$ cat src/rtl/ssd1306_command_decoder.sv
// SSD1306 command/data decoder: interprets SPI command bytes and turns data bytes into windowed bitmap RAM writes.
// Optional build macro SSD1306_ADDR_MODE_EN enables vertical/page addressing modes and the page-mode pointer commands.
module ssd1306_command_decoder #(
    parameter int COLUMNS       = 128,
    parameter int PAGES         = 12,
    parameter int ADDRESS_WIDTH = 11
) (
    input  logic                     Clock,
    input  logic                     Reset,
    input  logic [7:0]               Byte_i,
    input  logic                     ByteValid_i,
    input  logic                     DC_i,
    input  logic                     CsStart_i,
    output logic                     WriteEnable_o,
    output logic [ADDRESS_WIDTH-1:0] WriteAddress_o,
    output logic [7:0]               WriteData_o,
    output logic                     DisplayOn_o,
    output logic                     Invert_o,
    output logic [7:0]               Contrast_o
);
    localparam int CW = $clog2(COLUMNS);
    localparam int PW = $clog2(PAGES);

    typedef enum logic [2:0] {
        IDLE, ARG_CONTRAST, ARG_COL_START, ARG_COL_END,
        ARG_PAGE_START, ARG_PAGE_END, ARG_MODE, ARG_SKIP
    } state_t;

    function automatic logic [CW-1:0] sat_col(input logic [7:0] v);
        if (v > 8'(COLUMNS - 1)) return CW'(COLUMNS - 1);
        return CW'(v);
    endfunction

    function automatic logic [PW-1:0] sat_page(input logic [7:0] v);
        if (v > 8'(PAGES - 1)) return PW'(PAGES - 1);
        return PW'(v);
    endfunction

    state_t state_q, state_d, state_eff;
    logic [CW-1:0] col_q, col_d, col_start_q, col_start_d, col_end_q, col_end_d;
    logic [PW-1:0] page_q, page_d, page_start_q, page_start_d, page_end_q, page_end_d;
    logic                     we_q, we_d;
    logic [ADDRESS_WIDTH-1:0] addr_q, addr_d;
    logic [7:0]               data_q, data_d;
    logic                     disp_q, disp_d;
    logic                     inv_q, inv_d;
    logic [7:0]               contrast_q, contrast_d;

    logic [CW-1:0] col_adv, col_inc, col_arg, col_end_arg;
    logic [PW-1:0] page_adv, page_inc, page_arg, page_end_arg;
    logic          col_wrap, page_wrap;

    // A CS falling edge aborts any pending command before the same-cycle byte is decoded.
    assign state_eff = CsStart_i ? IDLE : state_q;

    assign col_arg      = sat_col(Byte_i);
    assign col_end_arg  = (col_arg < col_start_q) ? col_start_q : col_arg;
    assign page_arg     = sat_page(Byte_i);
    assign page_end_arg = (page_arg < page_start_q) ? page_start_q : page_arg;

    assign col_wrap  = (col_q == col_end_q);
    assign page_wrap = (page_q == page_end_q);
    assign col_inc   = col_wrap ? col_start_q : col_q + 1'b1;
    assign page_inc  = page_wrap ? page_start_q : page_q + 1'b1;

`ifdef SSD1306_ADDR_MODE_EN
    logic [1:0]    mode_q, mode_d;
    logic [7:0]    col8;
    logic [CW-1:0] col_nib_arg;

    assign col8        = 8'(col_q);
    assign col_nib_arg = sat_col(Byte_i[4] ? {Byte_i[3:0], col8[3:0]} : {col8[7:4], Byte_i[3:0]});

    always_comb begin
        col_adv  = col_inc;
        page_adv = col_wrap ? page_inc : page_q;
        if (mode_q == 2'b01) begin
            page_adv = page_inc;
            col_adv  = page_wrap ? col_inc : col_q;
        end else if (mode_q == 2'b10) begin
            page_adv = page_q;
        end
    end
`else
    always_comb begin
        col_adv  = col_inc;
        page_adv = col_wrap ? page_inc : page_q;
    end
`endif

    always_ff @(posedge Clock or negedge Reset) begin
        if (!Reset) begin
            state_q      <= IDLE;
            col_q        <= '0;
            page_q       <= '0;
            col_start_q  <= '0;
            col_end_q    <= CW'(COLUMNS - 1);
            page_start_q <= '0;
            page_end_q   <= PW'(PAGES - 1);
            we_q         <= 1'b0;
            addr_q       <= '0;
            data_q       <= '0;
            disp_q       <= 1'b0;
            inv_q        <= 1'b0;
            contrast_q   <= 8'h7F;
`ifdef SSD1306_ADDR_MODE_EN
            mode_q       <= 2'b00;
`endif
        end else begin
            state_q      <= state_d;
            col_q        <= col_d;
            page_q       <= page_d;
            col_start_q  <= col_start_d;
            col_end_q    <= col_end_d;
            page_start_q <= page_start_d;
            page_end_q   <= page_end_d;
            we_q         <= we_d;
            addr_q       <= addr_d;
            data_q       <= data_d;
            disp_q       <= disp_d;
            inv_q        <= inv_d;
            contrast_q   <= contrast_d;
`ifdef SSD1306_ADDR_MODE_EN
            mode_q       <= mode_d;
`endif
        end
    end

    always_comb begin
        state_d = state_eff;
        if (ByteValid_i) begin
            if (DC_i) begin
                state_d = IDLE;
            end else begin
                case (state_eff)
                    IDLE: begin
                        case (Byte_i)
                            8'h81:                         state_d = ARG_CONTRAST;
                            8'h21:                         state_d = ARG_COL_START;
                            8'h22:                         state_d = ARG_PAGE_START;
                            8'h20:                         state_d = ARG_MODE;
                            8'hA8, 8'hD3, 8'hD5, 8'hD9,
                            8'hDA, 8'hDB, 8'h8D:           state_d = ARG_SKIP;
                            default:                       state_d = IDLE;
                        endcase
                    end
                    ARG_COL_START:  state_d = ARG_COL_END;
                    ARG_PAGE_START: state_d = ARG_PAGE_END;
                    default:        state_d = IDLE;
                endcase
            end
        end
    end

    always_comb begin
        col_d        = col_q;
        page_d       = page_q;
        col_start_d  = col_start_q;
        col_end_d    = col_end_q;
        page_start_d = page_start_q;
        page_end_d   = page_end_q;
        we_d         = 1'b0;
        addr_d       = addr_q;
        data_d       = data_q;
        disp_d       = disp_q;
        inv_d        = inv_q;
        contrast_d   = contrast_q;
`ifdef SSD1306_ADDR_MODE_EN
        mode_d       = mode_q;
`endif
        if (ByteValid_i && DC_i) begin
            we_d   = 1'b1;
            data_d = Byte_i;
            addr_d = ADDRESS_WIDTH'(page_q) * ADDRESS_WIDTH'(COLUMNS) + ADDRESS_WIDTH'(col_q);
            col_d  = col_adv;
            page_d = page_adv;
        end else if (ByteValid_i) begin
            case (state_eff)
                IDLE: begin
                    case (Byte_i)
                        8'hAE: disp_d = 1'b0;
                        8'hAF: disp_d = 1'b1;
                        8'hA6: inv_d  = 1'b0;
                        8'hA7: inv_d  = 1'b1;
                        default: begin
`ifdef SSD1306_ADDR_MODE_EN
                            if (mode_q == 2'b10) begin
                                if (Byte_i[7:4] == 4'hB) page_d = sat_page({4'h0, Byte_i[3:0]});
                                else if (Byte_i[7:5] == 3'b000) col_d = col_nib_arg;
                            end
`endif
                        end
                    endcase
                end
                ARG_CONTRAST:   contrast_d = Byte_i;
                ARG_COL_START:  col_start_d = col_arg;
                ARG_COL_END: begin
                    col_end_d = col_end_arg;
                    col_d     = col_start_q;
                end
                ARG_PAGE_START: page_start_d = page_arg;
                ARG_PAGE_END: begin
                    page_end_d = page_end_arg;
                    page_d     = page_start_q;
                end
`ifdef SSD1306_ADDR_MODE_EN
                ARG_MODE: if (Byte_i[1:0] != 2'b11) mode_d = Byte_i[1:0];
`endif
                default: ;
            endcase
        end
    end

    assign WriteEnable_o  = we_q;
    assign WriteAddress_o = addr_q;
    assign WriteData_o    = data_q;
    assign DisplayOn_o    = disp_q;
    assign Invert_o       = inv_q;
    assign Contrast_o     = contrast_q;
endmodule

$ cat config.mk
export PLATFORM = sky130hd
export DESIGN_NAME = ssd1306_command_decoder
export DESIGN_NICKNAME = d
export VERILOG_FILES = /design/src/rtl/ssd1306_command_decoder.sv
export SDC_FILE = /design/constraint.sdc
export NUM_CORES = 1
export LEC_CHECK = 0
export ABC_AREA = 1
export CELL_PAD_IN_SITES_DETAIL_PLACEMENT = 1
export CELL_PAD_IN_SITES_GLOBAL_PLACEMENT = 1
export CORE_MARGIN = 2
export CORE_UTILIZATION = 35
export CTS_CLUSTER_SIZE = 30
export DETAILED_ROUTE_END_ITERATION = 10
export PLACE_DENSITY = 0.81
export SYNTH_ARGS = -nofsm -noshare
export SYNTH_HDL_FRONTEND = slang
export SYNTH_SLANG_ARGS = --single-unit
$ cat constraint.sdc
create_clock -name Clock -period 2.05 [get_ports Clock]
set_input_delay 0.3075 -clock Clock [delete_from_list [all_inputs] [get_ports Clock]]
set_output_delay 0.3075 -clock Clock [all_outputs]
set_load 0.005 [all_outputs]
* After elaboration in Yosys (flattened, before gate mapping)
Index checks and enable logic that the tools add are counted.
Storage, ports and cells: register bits 66, bits of input ports 13, output and inout port bits 30, logic and storage cells 86
Operators by class: $add $sub $neg 3, magnitude comparators 4, equality and inequality tests 23, muxes and demuxes 25, bitwise gates (word level) 1, reduce and logical (&&, ||, !) cells 17
Operators with widths (count):
- $eq 8x8->1 const B | 12
- $mux 7 | 7
- $mux 4 | 8
- $eq 8x6->1 const B | 3
- $reduce_and 3->1 | 6
- $pmux 3 s5 | 1
- $add 11x7->11 | 1
- $reduce_bool 2->1 | 5
- $mux 3 | 3
- $pmux 3 s3 | 1
- $gt 8x4->1 const B | 1
- $gt 8x7->1 const B | 1
- $reduce_and 4->1 | 2
- $add 7x1->7 const B | 1
- $eq 7x7->1 | 1
- $lt 7x7->1 | 1
- $reduce_or 7->1 | 1
- $eq 3x2->1 const B | 2
- $eq 3x3->1 const B | 2
- $add 4x1->4 const B | 1
- $eq 4x4->1 | 1
- $lt 4x4->1 | 1
- $pmux 1 s2 | 2
- $eq 3x1->1 const B | 1
- other kinds (6) | 8

* Logic depth before layout (Yosys ltp)
depth in word-level cells 6, gate-level depth with buffers 15

* Least setup slack after synthesis
OpenSTA, ideal clock, no wires.
path type input -> register, from in Byte_i[7], to reg page_end_q[2], arrival 1.806 ns, required time 1.932 ns, path slack 0.127 ns, stages on the path 12, buffers on the path 1, path through buf_6 > nor2_4 > inv_2 > nor2_2 > inv_1 > nor2_1 > inv_1 > ha_1 > a21oi_1 > nand3_1 > nand3_1 > nand2_1
Between the ends: cells in the longest elaborated chain, start to end 5
RTL lines:
- start: declaration | RTL line 10 | input logic [7:0] Byte_i,
- $gt 8x4->1 | RTL line 35 | if (v > 8'(PAGES - 1)) return PW'(PAGES - 1);
- $mux 1 | RTL line 35
- $mux 4 | RTL line 36 | return PW'(v);
- net page_arg[3] | RTL line 50 | logic [PW-1:0] page_adv, page_inc, page_arg, page_end_arg;
- $lt 4x4->1 | RTL line 59 | assign page_end_arg = (page_arg < page_start_q) ? page_start_q : page_arg;
- $mux 4 | RTL line 59
- end signal: assignment | RTL line 99 | page_end_q <= PW'(PAGES - 1);
- end signal: assignment | RTL line 116 | page_end_q <= page_end_d;
- end: declaration | RTL line 41 | logic [PW-1:0] page_q, page_d, page_start_q, page_start_d, page_end_q, page_end_d;
The timed path passes the listed nets, and every way through them passes these cells. A chain may end at the register's enable or synchronous reset.

* Final worst setup path
from in Byte_i[6], to reg col_end_q[2]
Between the ends: cells in the longest elaborated chain, start to end 5
RTL lines:
- $gt 8x7->1 | RTL line 30 | if (v > 8'(COLUMNS - 1)) return CW'(COLUMNS - 1);
- $mux 1 | RTL line 30
- $mux 7 * | RTL line 31 | return CW'(v);
- net col_arg[6] | RTL line 49 | logic [CW-1:0] col_adv, col_inc, col_arg, col_end_arg;
- $lt 7x7->1 * | RTL line 57 | assign col_end_arg = (col_arg < col_start_q) ? col_start_q : col_arg;
- $mux 7 * | RTL line 57
- end signal: assignment | RTL line 97 | col_end_q <= CW'(COLUMNS - 1);
- end signal: assignment | RTL line 114 | col_end_q <= col_end_d;
- end: declaration | RTL line 40 | logic [CW-1:0] col_q, col_d, col_start_q, col_start_d, col_end_q, col_end_d;
The timed path passes the listed nets; every way through them passes the cells marked *.

==> summary.txt <==
Outcome
  – Outcome: finished clean

CTS
  – H-tree levels: 3
  – CTS Sinks: 66
  – CTS Root Cell: clkbuf_8
  – Clock latency on the worst-skew pair: 0.35 ns
  – CTS tree: built
  – Clock-pin slew on the worst setup and hold paths: 0.08 ns
  – Clock Path Buffers: 2
  – CTS buffer count: 9

Layout
  – Final core occ: 45.63%
  – Ant. Diodes: 0
  – Nets@finish: 555
  – Area Overhead vs Synth: 27.94%
  – Filler Cells Inserted: 1,247
  – Fin cells: 672
  – Share of layout cells above drive strength 1: 19.59%

Route
  – Via-to-Cell Ratio: 4.945
  – Post-route antenna net violation count: 0
  – Wirelength per Cell: 15.07 um
  – Vias: 3,323
  – Drt drc: 0
  – Drt initial violations: 79
  – Final wirelength: 10,120 um
  – Drt pass-1 iters: 4

STA
  – Slew Limit Fails: 0
  – Final setup viols: 0
  – Final period utilization: 92.87%
  – Skew final: 0.009750 ns
  – Worst Max-Slew Pin Slew: 0.3503 ns
  – Final hold violations: 0
  – Hold Worst Slack: 0.4797 ns
  – Maximum clock frequency: 0.5252 GHz
  – PnR worst setup slack: 0.1461 ns
  – Slew margin rel.: 76.43%
  – Min cycle time layout: 1.904 ns

Pwr
  – Pwr/cell area: 745.9 nW/um2
  – Maximum VDD drop: 0.0002988 V
  – P_leak: 2.170 nW

Floorplan
  – Row Count: 37
  – Die area: 11,210 um2
  – Initial core utilization: 35.66%
  – Num ports: 43
  – CORE AREA: 10,180 um2
  – Die width: 105.9 um
  – Height of the die: 105.9 um

Synth
  – Ys flop type: dfrtp_1
  – Gate count after technology mapping: 453
  – Syn_area_per_cell: 8.018 um2
  – Post-synthesis register bit count: 66
  – Number of flops mapped to enable cells by yosys: 0
  – Post-synth ARST share: 100.0%
  – YS warnings: 0
  – Syn_nets: 477
  – Mapped cell area: 3632 um2
  – Distinct cells, synth: 36
  – Register area share after synthesis: 46.06%

Global routing
  – GRT Overall Usage: 19.22%
  – Global-route wire length before repair: 17,100 um
  – Initial antenna violation count: 0
  – Vias in the first global route: 3,505
  – Largest net degree at the start of global routing: 67
  – GRT overflow: 0

Worst setup path
  – Startpoint Class: primary input
  – Crit-path cells: clkdlybuf4s50_1 -> nor2_4 -> inv_2 -> buf_4 -> ha_1 -> inv_1 -> o31a_2 -> buf_4 -> nand3_1 -> nand3_1 -> nand2_1
  – Crit-path slowest cell: clkdlybuf4s50_1
  – Kind of critical path: in2reg
  – Critical path required time: 2.34 ns
  – Crit Path Max Fanout: 3
  – Worst Setup End Kind: flop
  – Worst Path Arrival: 2.20 ns
  – Critical Path Max Stage Delay: 0.46 ns

Hold path
  – Worst hold path class: reg2reg

Place
  – Hpwl dp: 7423 um
  – GP Congestion: 0.8337
  – Post-Place Worst Slack: -0.3387 ns
  – DP Cell Count: 655
  – Port Buffers: 42

Flow run
  – Max-cap violations: 0
[registers in the layout, summed over array words and instances (netlist names), 3 cells and up]
name / cells
col_q: 7
col_start_q: 7
Contrast_o: 8
col_end_q: 7
WriteAddress_o: 11
WriteData_o: 8
page_start_q: 4
page_end_q: 4
page_q: 4
state_q: 3
[Yosys cell counts (2+ instances only)]
master | number | area (um2)
nand2_1 | 139 | 521.8
dfrtp_1 | 49 | 1226
inv_1 | 43 | 161.4
nand3_1 | 36 | 180.2
o21ai_0 | 35 | 175.2
nor2_1 | 27 | 101.4
dfstp_2 | 17 | 446.7
ha_1 | 11 | 137.6
o21ai_1 | 10 | 50.05
xnor2_1 | 9 | 78.83
a21oi_1 | 8 | 40.04
xor2_1 | 8 | 70.07
nand2_2 | 7 | 43.79
inv_2 | 5 | 18.77
buf_6 | 4 | 45.04
nand4_1 | 4 | 25.02
nor2_4 | 4 | 45.04
nor3_1 | 4 | 20.02
o21ai_2 | 4 | 35.03
buf_2 | 3 | 15.01
clkbuf_1 | 3 | 11.26
nor3_2 | 3 | 30.03
o211ai_1 | 3 | 22.52
a31oi_1 | 2 | 12.51
nor2_2 | 2 | 12.51
nor4_1 | 2 | 12.51
or2_1 | 2 | 12.51
[kinds of logic (layout without fill, tap and decap cells)]
kind of cell | count (synthesis) | after routing | share of synthesized area (%)
AND/OR/NAND/NOR | 236 | 236 | 29.25
buffers and inverters | 59 | 142 | 7.061
flip-flops | 66 | 66 | 46.06
XOR/XNOR | 17 | 17 | 4.099
AO/OA/AOI/OAI | 64 | 64 | 9.749
adder cells (fa/ha/maj) | 11 | 11 | 3.789
[routing by layer]
metal | up-vias | share of wire [%] | GRT usage [%] | wire, um
li1 | 1608 | - | - | -
met1 | 1628 | 45 | 24.16 | 4585
met2 | 67 | 49 | 33.55 | 4976
met3 | 20 | 3.5 | 2.721 | 355
met4 | 0 | 2.0 | 7.049 | 206
met5 | - | 0 | 0 | 0
[metrics by stage]
stage	power [mW]	TNS, ns	area, um2
2_1_floorplan	1.974	0	3632
3_3_place_gp	2.317	-2.465	4414
3_5_place_dp	2.360	-3.262	4414
4_1_cts	3.489	0	4618
5_1_grt	3.661	-0.04846	4647
6_report	3.466	0	4647
[worst max-delay path, delay by kind of cell]
family,cells,cell delay [ns]
buffers and inverters,5,0.87
AOI/OAI and AO/OA,1,0.36
and+or+nand+nor,4,0.34
adders and majority gates,1,0.31
[power by group]
part,total [mW],switching (mW),internal [mW]
clock network,1.12,0.558,0.559
registers,1.56,0.118,1.45
logic,0.784,0.405,0.379
[placed cells by master, fill, tap and decap left out, drive strengths merged]
| cell type | count |
|---|---|
| clkdlybuf4s50 | 40 |
| o31a | 1 |
| and3 | 1 |
| dfrtp | 49 |
| bufinv | 1 |
| dlygate4sd3 | 1 |
| ha | 11 |
| nand2 | 147 |
| nand3b | 1 |
| clkinvlp | 1 |
| xor2 | 8 |
| inv | 48 |
| and2 | 1 |
| a31oi | 2 |
| nor4 | 2 |
| a21o | 1 |
| nand3 | 37 |
| dfstp | 17 |
| clkbuf | 9 |
| o211ai | 3 |
| or2 | 2 |
| nand4 | 4 |
| o21ai | 49 |
| xnor2 | 9 |
| dlymetal6s2s | 1 |
| clkinv | 6 |
| a21oi | 8 |
| nor2 | 33 |
| buf | 35 |
| nor3 | 8 |
[worst paths after layout]
path / startpoint / to / slack (ns) / cells past startpoint
worst max-delay path: Byte_i[6] / col_end_q[2]$_DFFE_PN1P_ / 0.15 / 11
worst min-delay path: WriteAddress_o[0]$_DFFE_PN0P_ / WriteAddress_o[0]$_DFFE_PN0P_ / 0.48 / 2
worst max register to register: col_start_q[6]$_DFFE_PN0P_ / col_end_q[2]$_DFFE_PN1P_ / 0.40 / 8
worst min register to register: WriteAddress_o[0]$_DFFE_PN0P_ / WriteAddress_o[0]$_DFFE_PN0P_ / 0.48 / 2
max in group asynchronous: Reset / Contrast_o[3]$_DFFE_PN1P_ / 1.20 / 3
min in group asynchronous: Reset / col_q[0]$_DFFE_PN0P_ / 0.53 / 3
[repair_timing]
item	in CTS	in global routing
resized for setup	0	10
endpoints found under the setup margin	0	11
hold buffers	1	0
endpoints found under the hold margin	49	0
buffers inserted	0	0
[final cells by class]
cell class,instances,area [um2],share of cell area [%]
repair buffers,77,699.4,15.05
well taps,136,170.2,3.662
multi-input cells,328,1725,37.13
clock buffers,9,123.9,2.666
clock inverters,7,70.07,1.508
flip-flops and latches,66,1673,36.00
inverters,49,185.2,3.985
Power figures use the tool's default switching activity.
